$ cat config.mk
export PLATFORM = sky130hd
export DESIGN_NAME = shift_sequencer_flat
export DESIGN_NICKNAME = d
export VERILOG_FILES = /design/src/rtl/shift_sequencer_if.sv /design/src/rtl/shift_sequencer.sv /design/src/flat_wrapper.sv
export SDC_FILE = /design/constraint.sdc
export NUM_CORES = 1
export LEC_CHECK = 0
export BUFFER_PORTS_ARGS = -buffer_cell sky130_fd_sc_hd__buf_2
export CAP_MARGIN = 20
export CORE_MARGIN = 4
export CORE_UTILIZATION = 45
export CTS_CLUSTER_SIZE = 30
export DETAILED_ROUTE_END_ITERATION = 10
export HOLD_SLACK_MARGIN = 0.03
export PLACE_DENSITY = 0.74
export SKIP_CTS_REPAIR_TIMING = 1
export SKIP_LAST_GASP = 1
export SYNTH_ARGS = -nofsm -noshare
export SYNTH_HDL_FRONTEND = slang
export SYNTH_SLANG_ARGS = --single-unit
$ cat constraint.sdc
create_clock -name clk -period 1.56 [get_ports clk]
set_input_delay 0.312 -clock clk [delete_from_list [all_inputs] [get_ports clk]]
set_output_delay 0.312 -clock clk [all_outputs]
set_load 0.01 [all_outputs]
$ cat src/rtl/shift_sequencer_if.sv
// rtl/shift_sequencer_if.sv - request/result bundle for the multi-cycle shift unit
//
// Purpose: groups the request strobe, operand, mode and result signals of
// shift_sequencer so the execute stage connects them as one bundle.
//
// Signals:
//   start   request strobe, only honoured while the unit is idle
//   right   1 = shift right, 0 = shift left
//   arith   1 = sign-fill on right shifts (ignored for left shifts)
//   amount  shift count
//   D_in    operand
//   busy    unit is not idle; the requester stalls while high
//   done    one-cycle completion pulse
//   D_out   result register
//
// Modports:
//   master  requester side (drives the request, observes status/result)
//   slave   shift unit side
interface shift_sequencer_if #(
  parameter int WIDTH = 32,
  parameter int AMT_W = 5
) ();

  logic             start;
  logic             right;
  logic             arith;
  logic [AMT_W-1:0] amount;
  logic [WIDTH-1:0] D_in;
  logic             busy;
  logic             done;
  logic [WIDTH-1:0] D_out;

  modport master (
    output start,
    output right,
    output arith,
    output amount,
    output D_in,
    input  busy,
    input  done,
    input  D_out
  );

  modport slave (
    input  start,
    input  right,
    input  arith,
    input  amount,
    input  D_in,
    output busy,
    output done,
    output D_out
  );

endinterface

$ cat src/rtl/shift_sequencer.sv
// rtl/shift_sequencer.sv - multi-cycle one-bit-per-cycle shift unit (SLL/SRL/SRA)
//
// Purpose: area-lean replacement for a barrel shifter in the DLX execute
// stage. A request is accepted in IDLE, the operand is then shifted by one
// bit per cycle until the count is exhausted, and a one-cycle done pulse
// marks the result on D_out. The result is held until the next accepted
// request.
//
// Parameters:
//   WIDTH  datapath width
//   AMT_W  shift-amount width (2**AMT_W must cover WIDTH-1)
//
// Ports:
//   clk    rising-edge clock
//   rst_n  asynchronous active-low reset
//   bus    shift_sequencer_if.slave (start/right/arith/amount/D_in in,
//          busy/done/D_out out)
//
// Timing: start sampled in cycle 0, done high in cycle amount+1, busy high
// in cycles 1..amount+1. busy and done are registers, never combinational
// from inputs.
module shift_sequencer #(
  parameter int WIDTH = 32,
  parameter int AMT_W = 5
) (
  input  logic                  clk,
  input  logic                  rst_n,
  shift_sequencer_if.slave      bus
);

  typedef enum logic [1:0] {
    IDLE  = 2'd0,
    SHIFT = 2'd1,
    DONE  = 2'd2
  } state_t;

  state_t           state;
  logic [WIDTH-1:0] data_q;
  logic [AMT_W-1:0] count_q;
  logic             mode_right_q;
  logic             mode_arith_q;
  logic             busy_q;
  logic             done_q;

  // One-bit shift of the working register. The fill bit is only ever the
  // sign bit for an arithmetic right shift; everything else fills with zero.
  logic [WIDTH-1:0] shifted;
  logic             fill_bit;

  always_comb begin
    fill_bit = mode_right_q & mode_arith_q & data_q[WIDTH-1];
    shifted  = data_q;
    if (mode_right_q) begin
      shifted = {fill_bit, data_q[WIDTH-1:1]};
    end else begin
      shifted = {data_q[WIDTH-2:0], 1'b0};
    end
  end

  // Single state machine; busy/done are loaded with the decode of the
  // next state so they line up exactly with the state register.
  always_ff @(posedge clk or negedge rst_n) begin
    if (!rst_n) begin
      state        <= IDLE;
      data_q       <= '0;
      count_q      <= '0;
      mode_right_q <= 1'b0;
      mode_arith_q <= 1'b0;
      busy_q       <= 1'b0;
      done_q       <= 1'b0;
    end else begin
      case (state)
        IDLE: begin
          done_q <= 1'b0;
          if (bus.start) begin
            data_q       <= bus.D_in;
            count_q      <= bus.amount;
            mode_right_q <= bus.right;
            // arith has no meaning for left shifts; drop it at accept
            mode_arith_q <= bus.right & bus.arith;
            busy_q       <= 1'b1;
            if (bus.amount != '0) begin
              state <= SHIFT;
            end else begin
              state  <= DONE;
              done_q <= 1'b1;
            end
          end
        end

        SHIFT: begin
          // Requests arriving here are dropped, not queued.
          data_q  <= shifted;
          count_q <= count_q - 1'b1;
          // count is never zero in SHIFT; the <= guards against a corrupted
          // count wedging the unit.
          if (count_q <= AMT_W'(1)) begin
            state  <= DONE;
            done_q <= 1'b1;
          end
        end

        DONE: begin
          state  <= IDLE;
          busy_q <= 1'b0;
          done_q <= 1'b0;
        end

        default: begin
          state  <= IDLE;
          busy_q <= 1'b0;
          done_q <= 1'b0;
        end
      endcase
    end
  end

  // D_out tracks the working register, so it moves during SHIFT and is only
  // meaningful from the done pulse until the next accept.
  assign bus.D_out = data_q;
  assign bus.busy  = busy_q;
  assign bus.done  = done_q;

endmodule

$ cat src/flat_wrapper.sv
// flat-port wrapper written by rule: the top's interface ports become plain ports
module shift_sequencer_flat 
#(
  parameter int WIDTH = 32,
  parameter int AMT_W = 5
)
  (clk, rst_n, bus_start, bus_right, bus_arith, bus_amount, bus_D_in, bus_busy, bus_done, bus_D_out);
  shift_sequencer_if #(.WIDTH(WIDTH), .AMT_W(AMT_W)) bus_i ();
  input  logic clk;
  input  logic rst_n;
  input wire logic [$bits(bus_i.start)-1:0] bus_start;
  input wire logic [$bits(bus_i.right)-1:0] bus_right;
  input wire logic [$bits(bus_i.arith)-1:0] bus_arith;
  input wire logic [$bits(bus_i.amount)-1:0] bus_amount;
  input wire logic [$bits(bus_i.D_in)-1:0] bus_D_in;
  output wire logic [$bits(bus_i.busy)-1:0] bus_busy;
  output wire logic [$bits(bus_i.done)-1:0] bus_done;
  output wire logic [$bits(bus_i.D_out)-1:0] bus_D_out;
  assign bus_i.start = bus_start;
  assign bus_i.right = bus_right;
  assign bus_i.arith = bus_arith;
  assign bus_i.amount = bus_amount;
  assign bus_i.D_in = bus_D_in;
  assign bus_busy = bus_i.busy;
  assign bus_done = bus_i.done;
  assign bus_D_out = bus_i.D_out;
  shift_sequencer #(.WIDTH(WIDTH), .AMT_W(AMT_W)) u_core (.clk(clk), .rst_n(rst_n), .bus(bus_i));
endmodule
==> impl_results.md, run 1 <==
* Routed Antenna Nets at 0
* Final Util at 0.5580
* Reg clk slew, reported paths at 0.09 ns
* Critical Path RT at ~1.7 ns
* # IOs at 76
* Power Density at 2108 nW/um^2
* Critical path type: reg -> reg
* Startpoint Class: flip-flop
* Initial Util at 0.4613
* Setup TNS at 0 ns
* Crit Path Max Fanout at 9
* FF/Latch Area at 1077 um^2
* Die Y at 85.68 um
* Top-area cell type share of the netlist area at 0.3963
* Worst R2R End: u_core.bus.D_out[16]$_DFFE_PN0P_
* Pint at 4.143 mW
* Commonest cells post-synth: a22oi_1, dfrtp_1, o21ai_1, mux2_4, buf_2
* Final Cycle Share at 0.8954
* Pre-CTS WS at approximately 0.19 ns
* Most frequent cell after synthesis: a22oi_1
* Worst skew pair latency at around 0.29 ns
* Drt pass-1 iters at 5
* Detailed router's first-iteration violation count at 138
* N_diodes at 0
* Final setup fails at 0
* # rows at 28
* Aggregate global-route resource usage at 0.1814
* Synth area leaders: dfrtp_1, a22oi_1, mux2_4
* Longest Clk Path Bufs at 2
* Cell taking the most area after synthesis: dfrtp_1
* Post-Route WL at 6730 um
* Pleak at 1.555 nW
* Cell variety after synth at 40
* FMAX at 715.9 MHz
* Max VDD drop at 0.0008510 V
* Headroom to the max-slew limit at 0.6896
* Post-synthesis average cell area at 10.69 um^2
* Slew of the pin with the lowest slew margin at 0.4613 ns
* Reg2reg start: u_core.mode_right_q$_DFFE_PN0P_
* FILL cells at 535
* Synth Net Count at a little under 300
* Final Hold Viols at 0
* Worst Hold Class: in -> reg
* Power consumption at around 6.9 mW
* First-pass GRT wire length at 11010 um
* Clk sinks at 43
* Status: finished clean
* Root buffer cell: clkbuf_8
* Max-slew violations at 0
* Via/cell ratio at 5.908
* Post-synthesis sequential area ratio at 0.3963
* Fin area at 3284 um^2
* CP arrival at 1.57 ns
* Final GP Congestion at around 0.84
* Full die area at about 7300 um^2
* Number of I/O port buffers at 75
* Final nets at 370
* Grt total ovfl at 0
* Worst hold path endpoint: u_core.mode_arith_q$_DFFE_PN0P_
* Number of synthesized flops with an enable pin at 0
* WHS Path Cells at 3
* H-tree depth at 2
* Comb pwr share at 0.542
* Clock skew at ~0.0070 ns
* Area grow syn2layout at 20.97%
* DRC at 0
* Psw at 2.781 mW
* Minimum clock period at 1.397 ns
* Largest net degree at the start of global routing at 32
* Dpl cell area at 3168 um^2
* Worst path slowest cell: dfrtp_2
* Ys flop type: dfrtp_1
* Mapped cell area at 2715 um^2
* Sw Ratio at 0.4016
* Max-cap violations at 0
* Clk pwr share at 0.124
* Synth Warn # at 0
* HPWL after DPL at 4794 um
* CP Capture Type: flip-flop
* Worst Setup SP: u_core.mode_right_q$_DFFE_PN0P_
* Synth Instances at 254
* R2R Setup Slk at 0.16 ns
* Synth Register Bits at 43
* CP max stage delay at roughly 0.47 ns
* Via count at 2375
* TritonCTS Buffers at 5
* Worst Hold Launch: bus_arith
* Vias in the first global route at 2257
* Layout cells sized above 1 at 0.4006
* Final WS setup at 0.1632 ns
* RSZ-0062 raised after global routing: no
* Area of the multi-input gates at 1436 um^2
* WL/cell at 16.74 um
* Reg2reg path depth at 4
* Async set-or-reset flop fraction in the synthesized netlist at 1.000
* Initial antenna violation count at 0
* Die span in x at approximately 86 um
* Floorplan Core Area at 5886 um^2
* CP Cell Sequence: buf_4 > mux2_4 > a22oi_1 > o21ai_1
* TritonCTS clock tree: done
* Register share of total power at 0.335
[worst max path at each step]
stage,end,slack [ns],cells after the start
4_1_cts,u_core.bus.D_out[23]$_DFFE_PN0P_,0.17,4
3_3_place_gp,u_core.bus.D_out[19]$_DFFE_PN0P_,0.22,4
5_1_grt,u_core.bus.D_out[19]$_DFFE_PN0P_,0.08,4
3_5_place_dp,u_core.bus.D_out[23]$_DFFE_PN0P_,0.19,4
6_report,u_core.bus.D_out[16]$_DFFE_PN0P_,0.16,4
2_1_floorplan,u_core.mode_right_q$_DFFE_PN0P_,0.27,4
[worst max-delay path, delay by kind of cell (launching register included)]
kind | cells | cell delay [ns]
buffers and inverters | 1 | 0.25
flip-flops | 1 | 0.47
AO/OA/AOI/OAI | 2 | 0.24
multiplexers | 1 | 0.32
[area by class of cell]
type,instances,share of cell area
Clock buffer,7,0.02324
Inverter,4,0.004571
Sequential cell,43,0.3280
Clock inverter,1,0.009143
Tap cell,75,0.02857
Multi-Input combinational cell,180,0.4373
Timing Repair Buffer,92,0.1691
[cells by family (layout without fill, tap and decap cells)]
logic type / Yosys count / count (layout) / share of synthesized area
AO/OA/AOI/OAI: 120 / 120 / 0.2972
adder cells (fa/ha/maj): 2 / 2 / 0.009215
buffers and inverters: 31 / 104 / 0.07649
flip-flops: 43 / 43 / 0.3963
multiplexers: 32 / 32 / 0.1682
AND/OR/NAND/NOR: 26 / 26 / 0.05253
[metal layers]
layer | up-vias | global-route usage | part of all wire
li1 | 1128 | - | -
met1 | 1138 | 0.2482 | 0.44
met2 | 103 | 0.2966 | 0.47
met3 | 6 | 0.03842 | 0.083
met4 | 0 | 0.04029 | 0.0068
met5 | - | 0 | 0
[sequential cells by signal, indices dropped and copies added, names as in the netlist]
register,cells
u_core.bus.done,1
u_core.count_q,5
u_core.mode_arith_q,1
u_core.mode_right_q,1
u_core.bus.busy,1
u_core.state,2
u_core.bus.D_out,32
[cell usage in the layout (no fill, tap or decap), types with 4 or more instances in the layout]
| cell type | n |
|---|---|
| buf_2 | 75 |
| nand2b_1 | 4 |
| nor2_1 | 6 |
| a21oi_1 | 5 |
| mux2_4 | 26 |
| buf_12 | 4 |
| buf_4 | 12 |
| o21ai_1 | 31 |
| o21ai_0 | 6 |
| clkbuf_8 | 5 |
| dfrtp_1 | 42 |
| a22oi_1 | 62 |
| mux2_2 | 4 |
| inv_1 | 4 |
[power groups by stage]
| stage | clock [mW] | combinational [mW] | sequential (mW) |
|---|---|---|---|
| 2_1_floorplan | 0 | 2.77 | 2.30 |
| 3_3_place_gp | 0 | 3.68 | 2.29 |
| 3_5_place_dp | 0 | 3.75 | 2.33 |
| 4_1_cts | 0.867 | 3.77 | 2.31 |
| 5_1_grt | 0.923 | 4.08 | 2.42 |
| 6_report | 0.858 | 3.75 | 2.32 |
[stage by stage]
stage	hold WS, ns	instances
floorplan	0.01641	254
global placement	0.2753	393
detailed placement	0.2813	393
CTS	-0.03307	401
global route	0.2458	402
finish	0.2512	402
(Power assumes the default switching activity.)
==> run 2, diff against run 1 <==
RECOVER_POWER = 25   (was default)
==> impl_results.md, run 2 (synthesized netlist as in run 1, its figures left out) <==
* Status: finished clean
* CP Cell Sequence: buf_4 > mux2_4 > a22oi_1 > o21ai_1
* Final Instance Count excl. Fillers at 402 (unchanged)
* Longest Clk Path Bufs at 2 (unchanged)
* Clk sinks at 43 (unchanged)
* Aggregate global-route resource usage at 0.1814 (unchanged)
* Most frequent cells in the layout: buf_2, a22oi_1, dfrtp_1, o21ai_1, mux2_4
* Worst path slowest cell: dfrtp_2
* RSZ-0062 raised after global routing: no
* Reg clk slew, reported paths at 0.09 ns (about the same)
* Crit Path Max Fanout at 9 (unchanged)
* Largest net degree at the start of global routing at 32 (unchanged)
* Slew of the pin with the lowest slew margin at 0.4648 ns (+0.003450 ns)
* Final setup fails at 0 (unchanged)
* First-pass GRT wire length at 11010 um (unchanged)
* CP max stage delay at 0.47 ns (about the same)
* Area grow syn2layout at 20.41%
* DRC at 0 (unchanged)
* Largest register FFs at 32 (unchanged)
* FILL cells at 537 (+0.37%)
* Critical Path RT at 1.73 ns (about the same)
* Die Y at 85.68 um (unchanged)
* Final nets at 370 (unchanged)
* Root buffer cell: clkbuf_8
* Via/cell ratio at 5.918 (+0.17%)
* CP arrival at 1.57 ns (about the same)
* Final Hold Viols at 0 (unchanged)
* Pre-CTS WS at 0.1874 ns (unchanged)
* CP Capture Type: flip-flop
* Worst skew pair latency at 0.29 ns (about the same)
* Dpl cell area at 3168 um^2 (unchanged)
* Final GP Congestion at 0.8407 (unchanged)
* N_diodes at 0 (unchanged)
* Placed cells at 393 (unchanged)
* HPWL after DPL at 4794 um (unchanged)
* Max VDD drop at 0.0008509 V (about the same)
* Grt total ovfl at 0 (unchanged)
* Die span in x at 85.68 um (unchanged)
* Max-slew violations at 0 (unchanged)
* Floorplan Core Area at 5886 um^2 (unchanged)
* Pleak at 1.550 nW (-0.32%)
* TritonCTS clock tree: done
* Final Cycle Share at 0.8943 (-0.001094)
* Critical path type: reg -> reg
* Initial antenna violation count at 0 (unchanged)
* Detailed router's first-iteration violation count at 138 (unchanged)
* Routed Antenna Nets at 0 (unchanged)
* Post-Route WL at 6800 um (+1.0%)
* Full die area at 7340 um^2 (unchanged)
* Fin area at 3269 um^2 (-0.46%)
* WL/cell at 16.92 um (+1.0%)
* Via count at 2379 (+0.17%)
* Vias in the first global route at 2257 (unchanged)
* H-tree depth at 2 (unchanged)
* # rows at 28 (unchanged)
* Startpoint Class: flip-flop
* TritonCTS Buffers at 5 (unchanged)
* Final WS setup at 0.1649 ns (+0.001707 ns)
* Worst Hold Class: in -> reg
* Clock skew at 0.007026 ns (-0.000002360 ns)
* Drt pass-1 iters at 4 (-1)
* Setup TNS at 0 ns (unchanged)
* Power Density at 2119 nW/um^2 (+0.48%)
* Minimum clock period at 1.395 ns (-0.001707 ns)
* Layout cells sized above 1 at 0.4006 (unchanged)
* # IOs at 76 (unchanged)
* Headroom to the max-slew limit at 0.6873 (-0.002321)
* Commonest non-fill, non-tap cell in the layout: buf_2
* Number of I/O port buffers at 75 (unchanged)
* FMAX at 716.8 MHz (+0.12%)
* Initial Util at 0.4613 (unchanged)
* Max-cap violations at 0 (unchanged)
* Min Hold Slack at 0.2510 ns (-0.0002110 ns)
## run 2: power by group
group	internal (mW)	total (mW)	leakage [nW]	switching [mW]
Combinational	2.02	3.75	0.962	1.73
Clock	0.480	0.859	0.0524	0.380
Sequential	1.64	2.32	0.536	0.680
Total	4.14	6.93	1.55	2.79
## run 2: area by class of cell
type | instances | area, um^2 | area share
well taps | 75 | 93.84 | 0.02870
inverters | 4 | 15.01 | 0.004592
clock buffers | 7 | 76.32 | 0.02334
clock inverters | 1 | 30.03 | 0.009185
repair buffers | 92 | 540.5 | 0.1653
flip-flops and latches | 43 | 1077 | 0.3295
multi-input cells | 180 | 1436 | 0.4393
## run 2: worst max-delay path, delay by kind of cell, from the launching register on
kind | cells | cell delay, ns
AO/OA/AOI/OAI | 2 | 0.25
flip-flops | 1 | 0.47
multiplexers | 1 | 0.31
buffers and inverters | 1 | 0.25
## run 2: path summary, 6_finish.rpt
check                                                 from                               end  slack, ns  cells after the start
max reg2reg                u_core.mode_right_q$_DFFE_PN0P_  u_core.bus.D_out[22]$_DFFE_PN0P_       0.16                      4
max in group asynchronous                            rst_n   u_core.mode_right_q$_DFFE_PN0P_       0.23                      3
min in group asynchronous                            rst_n   u_core.bus.D_out[7]$_DFFE_PN0P_       0.50                      2
max                        u_core.mode_right_q$_DFFE_PN0P_  u_core.bus.D_out[22]$_DFFE_PN0P_       0.16                      4
min reg2reg                    u_core.bus.done$_DFFE_PN0P_       u_core.bus.done$_DFFE_PN0P_       0.52                      2
min                                              bus_arith   u_core.mode_arith_q$_DFFE_PN0P_       0.25                      3
## run 2: metrics by stage
step | power [mW] | utilization
4_1_cts | 6.943 | 0.5563
2_1_floorplan | 5.071 | -
5_1_grt | 7.421 | 0.5555
6_report | 6.926 | 0.5555
3_5_place_dp | 6.079 | 0.5383
3_3_place_gp | 5.970 | 0.5383
## run 2: layer usage
metal / up-vias / global-route usage / wire length (um)
li1: 1127 / - / -
met1: 1145 / 0.2482 / 3057
met2: 99 / 0.2966 / 3135
met3: 8 / 0.03842 / 548
met4: 0 / 0.04029 / 59
met5: - / 0 / 0
==> run 3, diff against run 2 <==
PLACE_DENSITY = 0.69   (was 0.74)
==> impl_results.md, run 3 (synthesized netlist as in run 1, its figures left out) <==
* Grt total ovfl at 0 (unchanged)
* CP Cell Sequence: buf_6 > nand2b_2 > nor2_1 > mux2_1
* H-tree depth at 2 (unchanged)
* Max-cap violations at 0 (unchanged)
* Initial antenna violation count at 0 (unchanged)
* Worst path slowest cell: dfrtp_1
* Drt pass-1 iters at 5 (+1)
* DRC at 0 (unchanged)
* Worst R2R End: u_core.mode_right_q$_DFFE_PN0P_
* TritonCTS clock tree: done
* Via/cell ratio at 5.932 (+0.24%)
* WHS Path Cells at 3 (unchanged)
* Aggregate global-route resource usage at 0.1883 (+0.006884)
* Root buffer cell: clkbuf_8
* # IOs at 76 (unchanged)
* Worst Hold Launch: bus_arith
* Crit path buf inv count at 1 (unchanged)
* Startpoint Class: flip-flop
* Worst skew pair latency at 0.29 ns (about the same)
* Dpl cell area at 3118 um^2 (-1.6%)
* Full die area at 7340 um^2 (unchanged)
* Final Cycle Share at 0.9487 (+0.05439)
* Detailed router's first-iteration violation count at 150 (+8.7%)
* Routed Antenna Nets at 0 (unchanged)
* Final nets at 365 (-1.4%)
* Max VDD drop at 0.0009378 V (+10%)
* Delay-heaviest family, CP: flip-flops
* Power consumption at 6.730 mW (-2.8%)
* CP Capture Type: flip-flop
* Headroom to the max-slew limit at 0.5937 (-0.09362)
* Critical Path RT at 1.74 ns (about the same)
* R2R Setup Slk at 0.08 ns (-0.08 ns)
* RSZ-0062 raised after global routing: no
* Worst Hold Class: in -> reg
* Max-slew violations at 0 (unchanged)
* Area grow syn2layout at 19.03%
* Via count at 2355 (-1.0%)
* N_diodes at 0 (unchanged)
* Most frequent cells in the layout: buf_2, a22oi_1, dfrtp_1, o21ai_1, mux2_4
* CP max stage delay at 0.42 ns (-0.05 ns)
* CP arrival at 1.66 ns (+0.09 ns)
* Pre-CTS WS at -0.07174 ns (-0.2591 ns)
* Layout cells sized above 1 at 0.3975 (-0.003096)
* Reg2reg start: u_core.state[1]$_DFFE_PN0P_
* Vias in the first global route at 2334 (+3.4%)
* Final WS setup at 0.08003 ns (-0.08485 ns)
* Critical path type: reg -> reg
* HPWL after DPL at 4465 um (-6.9%)
* Largest net degree at the start of global routing at 50 (+56%)
* Reg2reg path depth at 4 (unchanged)
* WL/cell at 16.76 um (-0.91%)
* Die Y at 85.68 um (unchanged)
* Pleak at 1.527 nW (-1.5%)
* Minimum clock period at 1.480 ns (+0.08485 ns)
* Final Hold Viols at 0 (unchanged)
* Final GP Congestion at 0.8013 (-4.7%)
* Worst hold path endpoint: u_core.mode_arith_q$_DFFE_PN0P_
* TritonCTS Buffers at 5 (unchanged)
* Clock skew at 0.008956 ns (+0.001930 ns)
* Number of I/O port buffers at 75 (unchanged)
* Initial Util at 0.4613 (unchanged)
* Commonest non-fill, non-tap cell in the layout: buf_2
* Power Density at 2082 nW/um^2 (-1.7%)
* First-pass GRT wire length at 11360 um (+3.2%)
* Post-Route WL at 6654 um (-2.1%)
* Status: finished clean
* Longest Clk Path Bufs at 2 (unchanged)
* Fin area at 3232 um^2 (-1.1%)
* Crit Path Max Fanout at 28 (+19)
* Die span in x at 85.68 um (unchanged)
* Clk sinks at 43 (unchanged)
* Final setup fails at 0 (unchanged)
* FILL cells at 552 (+2.8%)
* Floorplan Core Area at 5886 um^2 (unchanged)
* Slew of the pin with the lowest slew margin at 0.6095 ns (+0.1447 ns)
* FMAX at 675.7 MHz (-5.7%)
* Setup TNS at 0 ns (unchanged)
* Largest register FFs at 32 (unchanged)
* Reg clk slew, reported paths at 0.09 ns (about the same)
* # rows at 28 (unchanged)
## run 3: cell count changes in the layout (fill, tap and decap cells not counted), sizes merged
| cell | previous run | this run |
|---|---|---|
| buf | 89 | 85 |
| bufinv | 1 | 0 |
| clkbuf | 9 | 8 |
| clkinvlp | 0 | 1 |
## run 3: worst min-delay path, delay by kind of cell
kind / cells / cell delay, ns
AND/OR/NAND/NOR: 1 / 0.05
AO/OA/AOI/OAI: 1 / 0.06
buffers and inverters: 1 / 0.09
## run 3: routing by layer
layer | wire length, um | vias up | GRT usage
met4 | 87 | 0 | 0.05899
met2 | 3191 | 89 | 0.2931
met5 | 0 | - | 0
li1 | - | 1122 | -
met3 | 457 | 8 | 0.04035
met1 | 2917 | 1136 | 0.2628
## run 3: cell type report
class | instances | area [um^2] | area share
clock buffers | 7 | 96.34 | 0.02981
clock inverters | 1 | 7.507 | 0.002323
inverters | 4 | 15.01 | 0.004646
multi-input cells | 180 | 1441 | 0.4460
flip-flops and latches | 43 | 1077 | 0.3333
well taps | 75 | 93.84 | 0.02904
repair buffers | 87 | 500.5 | 0.1549
## run 3: report_power, final
| group | switching (mW) | internal [mW] | total [mW] |
|---|---|---|---|
| registers | 0.637 | 1.64 | 2.28 |
| logic | 1.71 | 1.96 | 3.67 |
| clock network | 0.385 | 0.403 | 0.788 |
| total | 2.73 | 4.00 | 6.73 |
## run 3: how the worst max path moves through the flow
stage	startpoint	to	cells after the start
after floorplan	u_core.state[1]$_DFFE_PN0P_	u_core.mode_right_q$_DFFE_PN0P_	4
after global placement	u_core.state[1]$_DFFE_PN0P_	u_core.bus.D_out[21]$_DFFE_PN0P_	4
after detailed placement	u_core.state[1]$_DFFE_PN0P_	u_core.bus.D_out[23]$_DFFE_PN0P_	4
after CTS	u_core.state[1]$_DFFE_PN0P_	u_core.bus.D_out[23]$_DFFE_PN0P_	4
after global routing	u_core.state[1]$_DFFE_PN0P_	u_core.mode_right_q$_DFFE_PN0P_	4
final	u_core.state[1]$_DFFE_PN0P_	u_core.mode_right_q$_DFFE_PN0P_	4
## run 3: stage by stage
stage / utilization / hold WS (ns) / cells
floorplan: - / 0.01641 / 254
global placement: 0.5298 / 0.3072 / 388
detailed placement: 0.5298 / 0.3059 / 388
CTS: 0.5474 / -0.01391 / 396
global route: 0.5491 / 0.2598 / 397
finish: 0.5491 / 0.2573 / 397
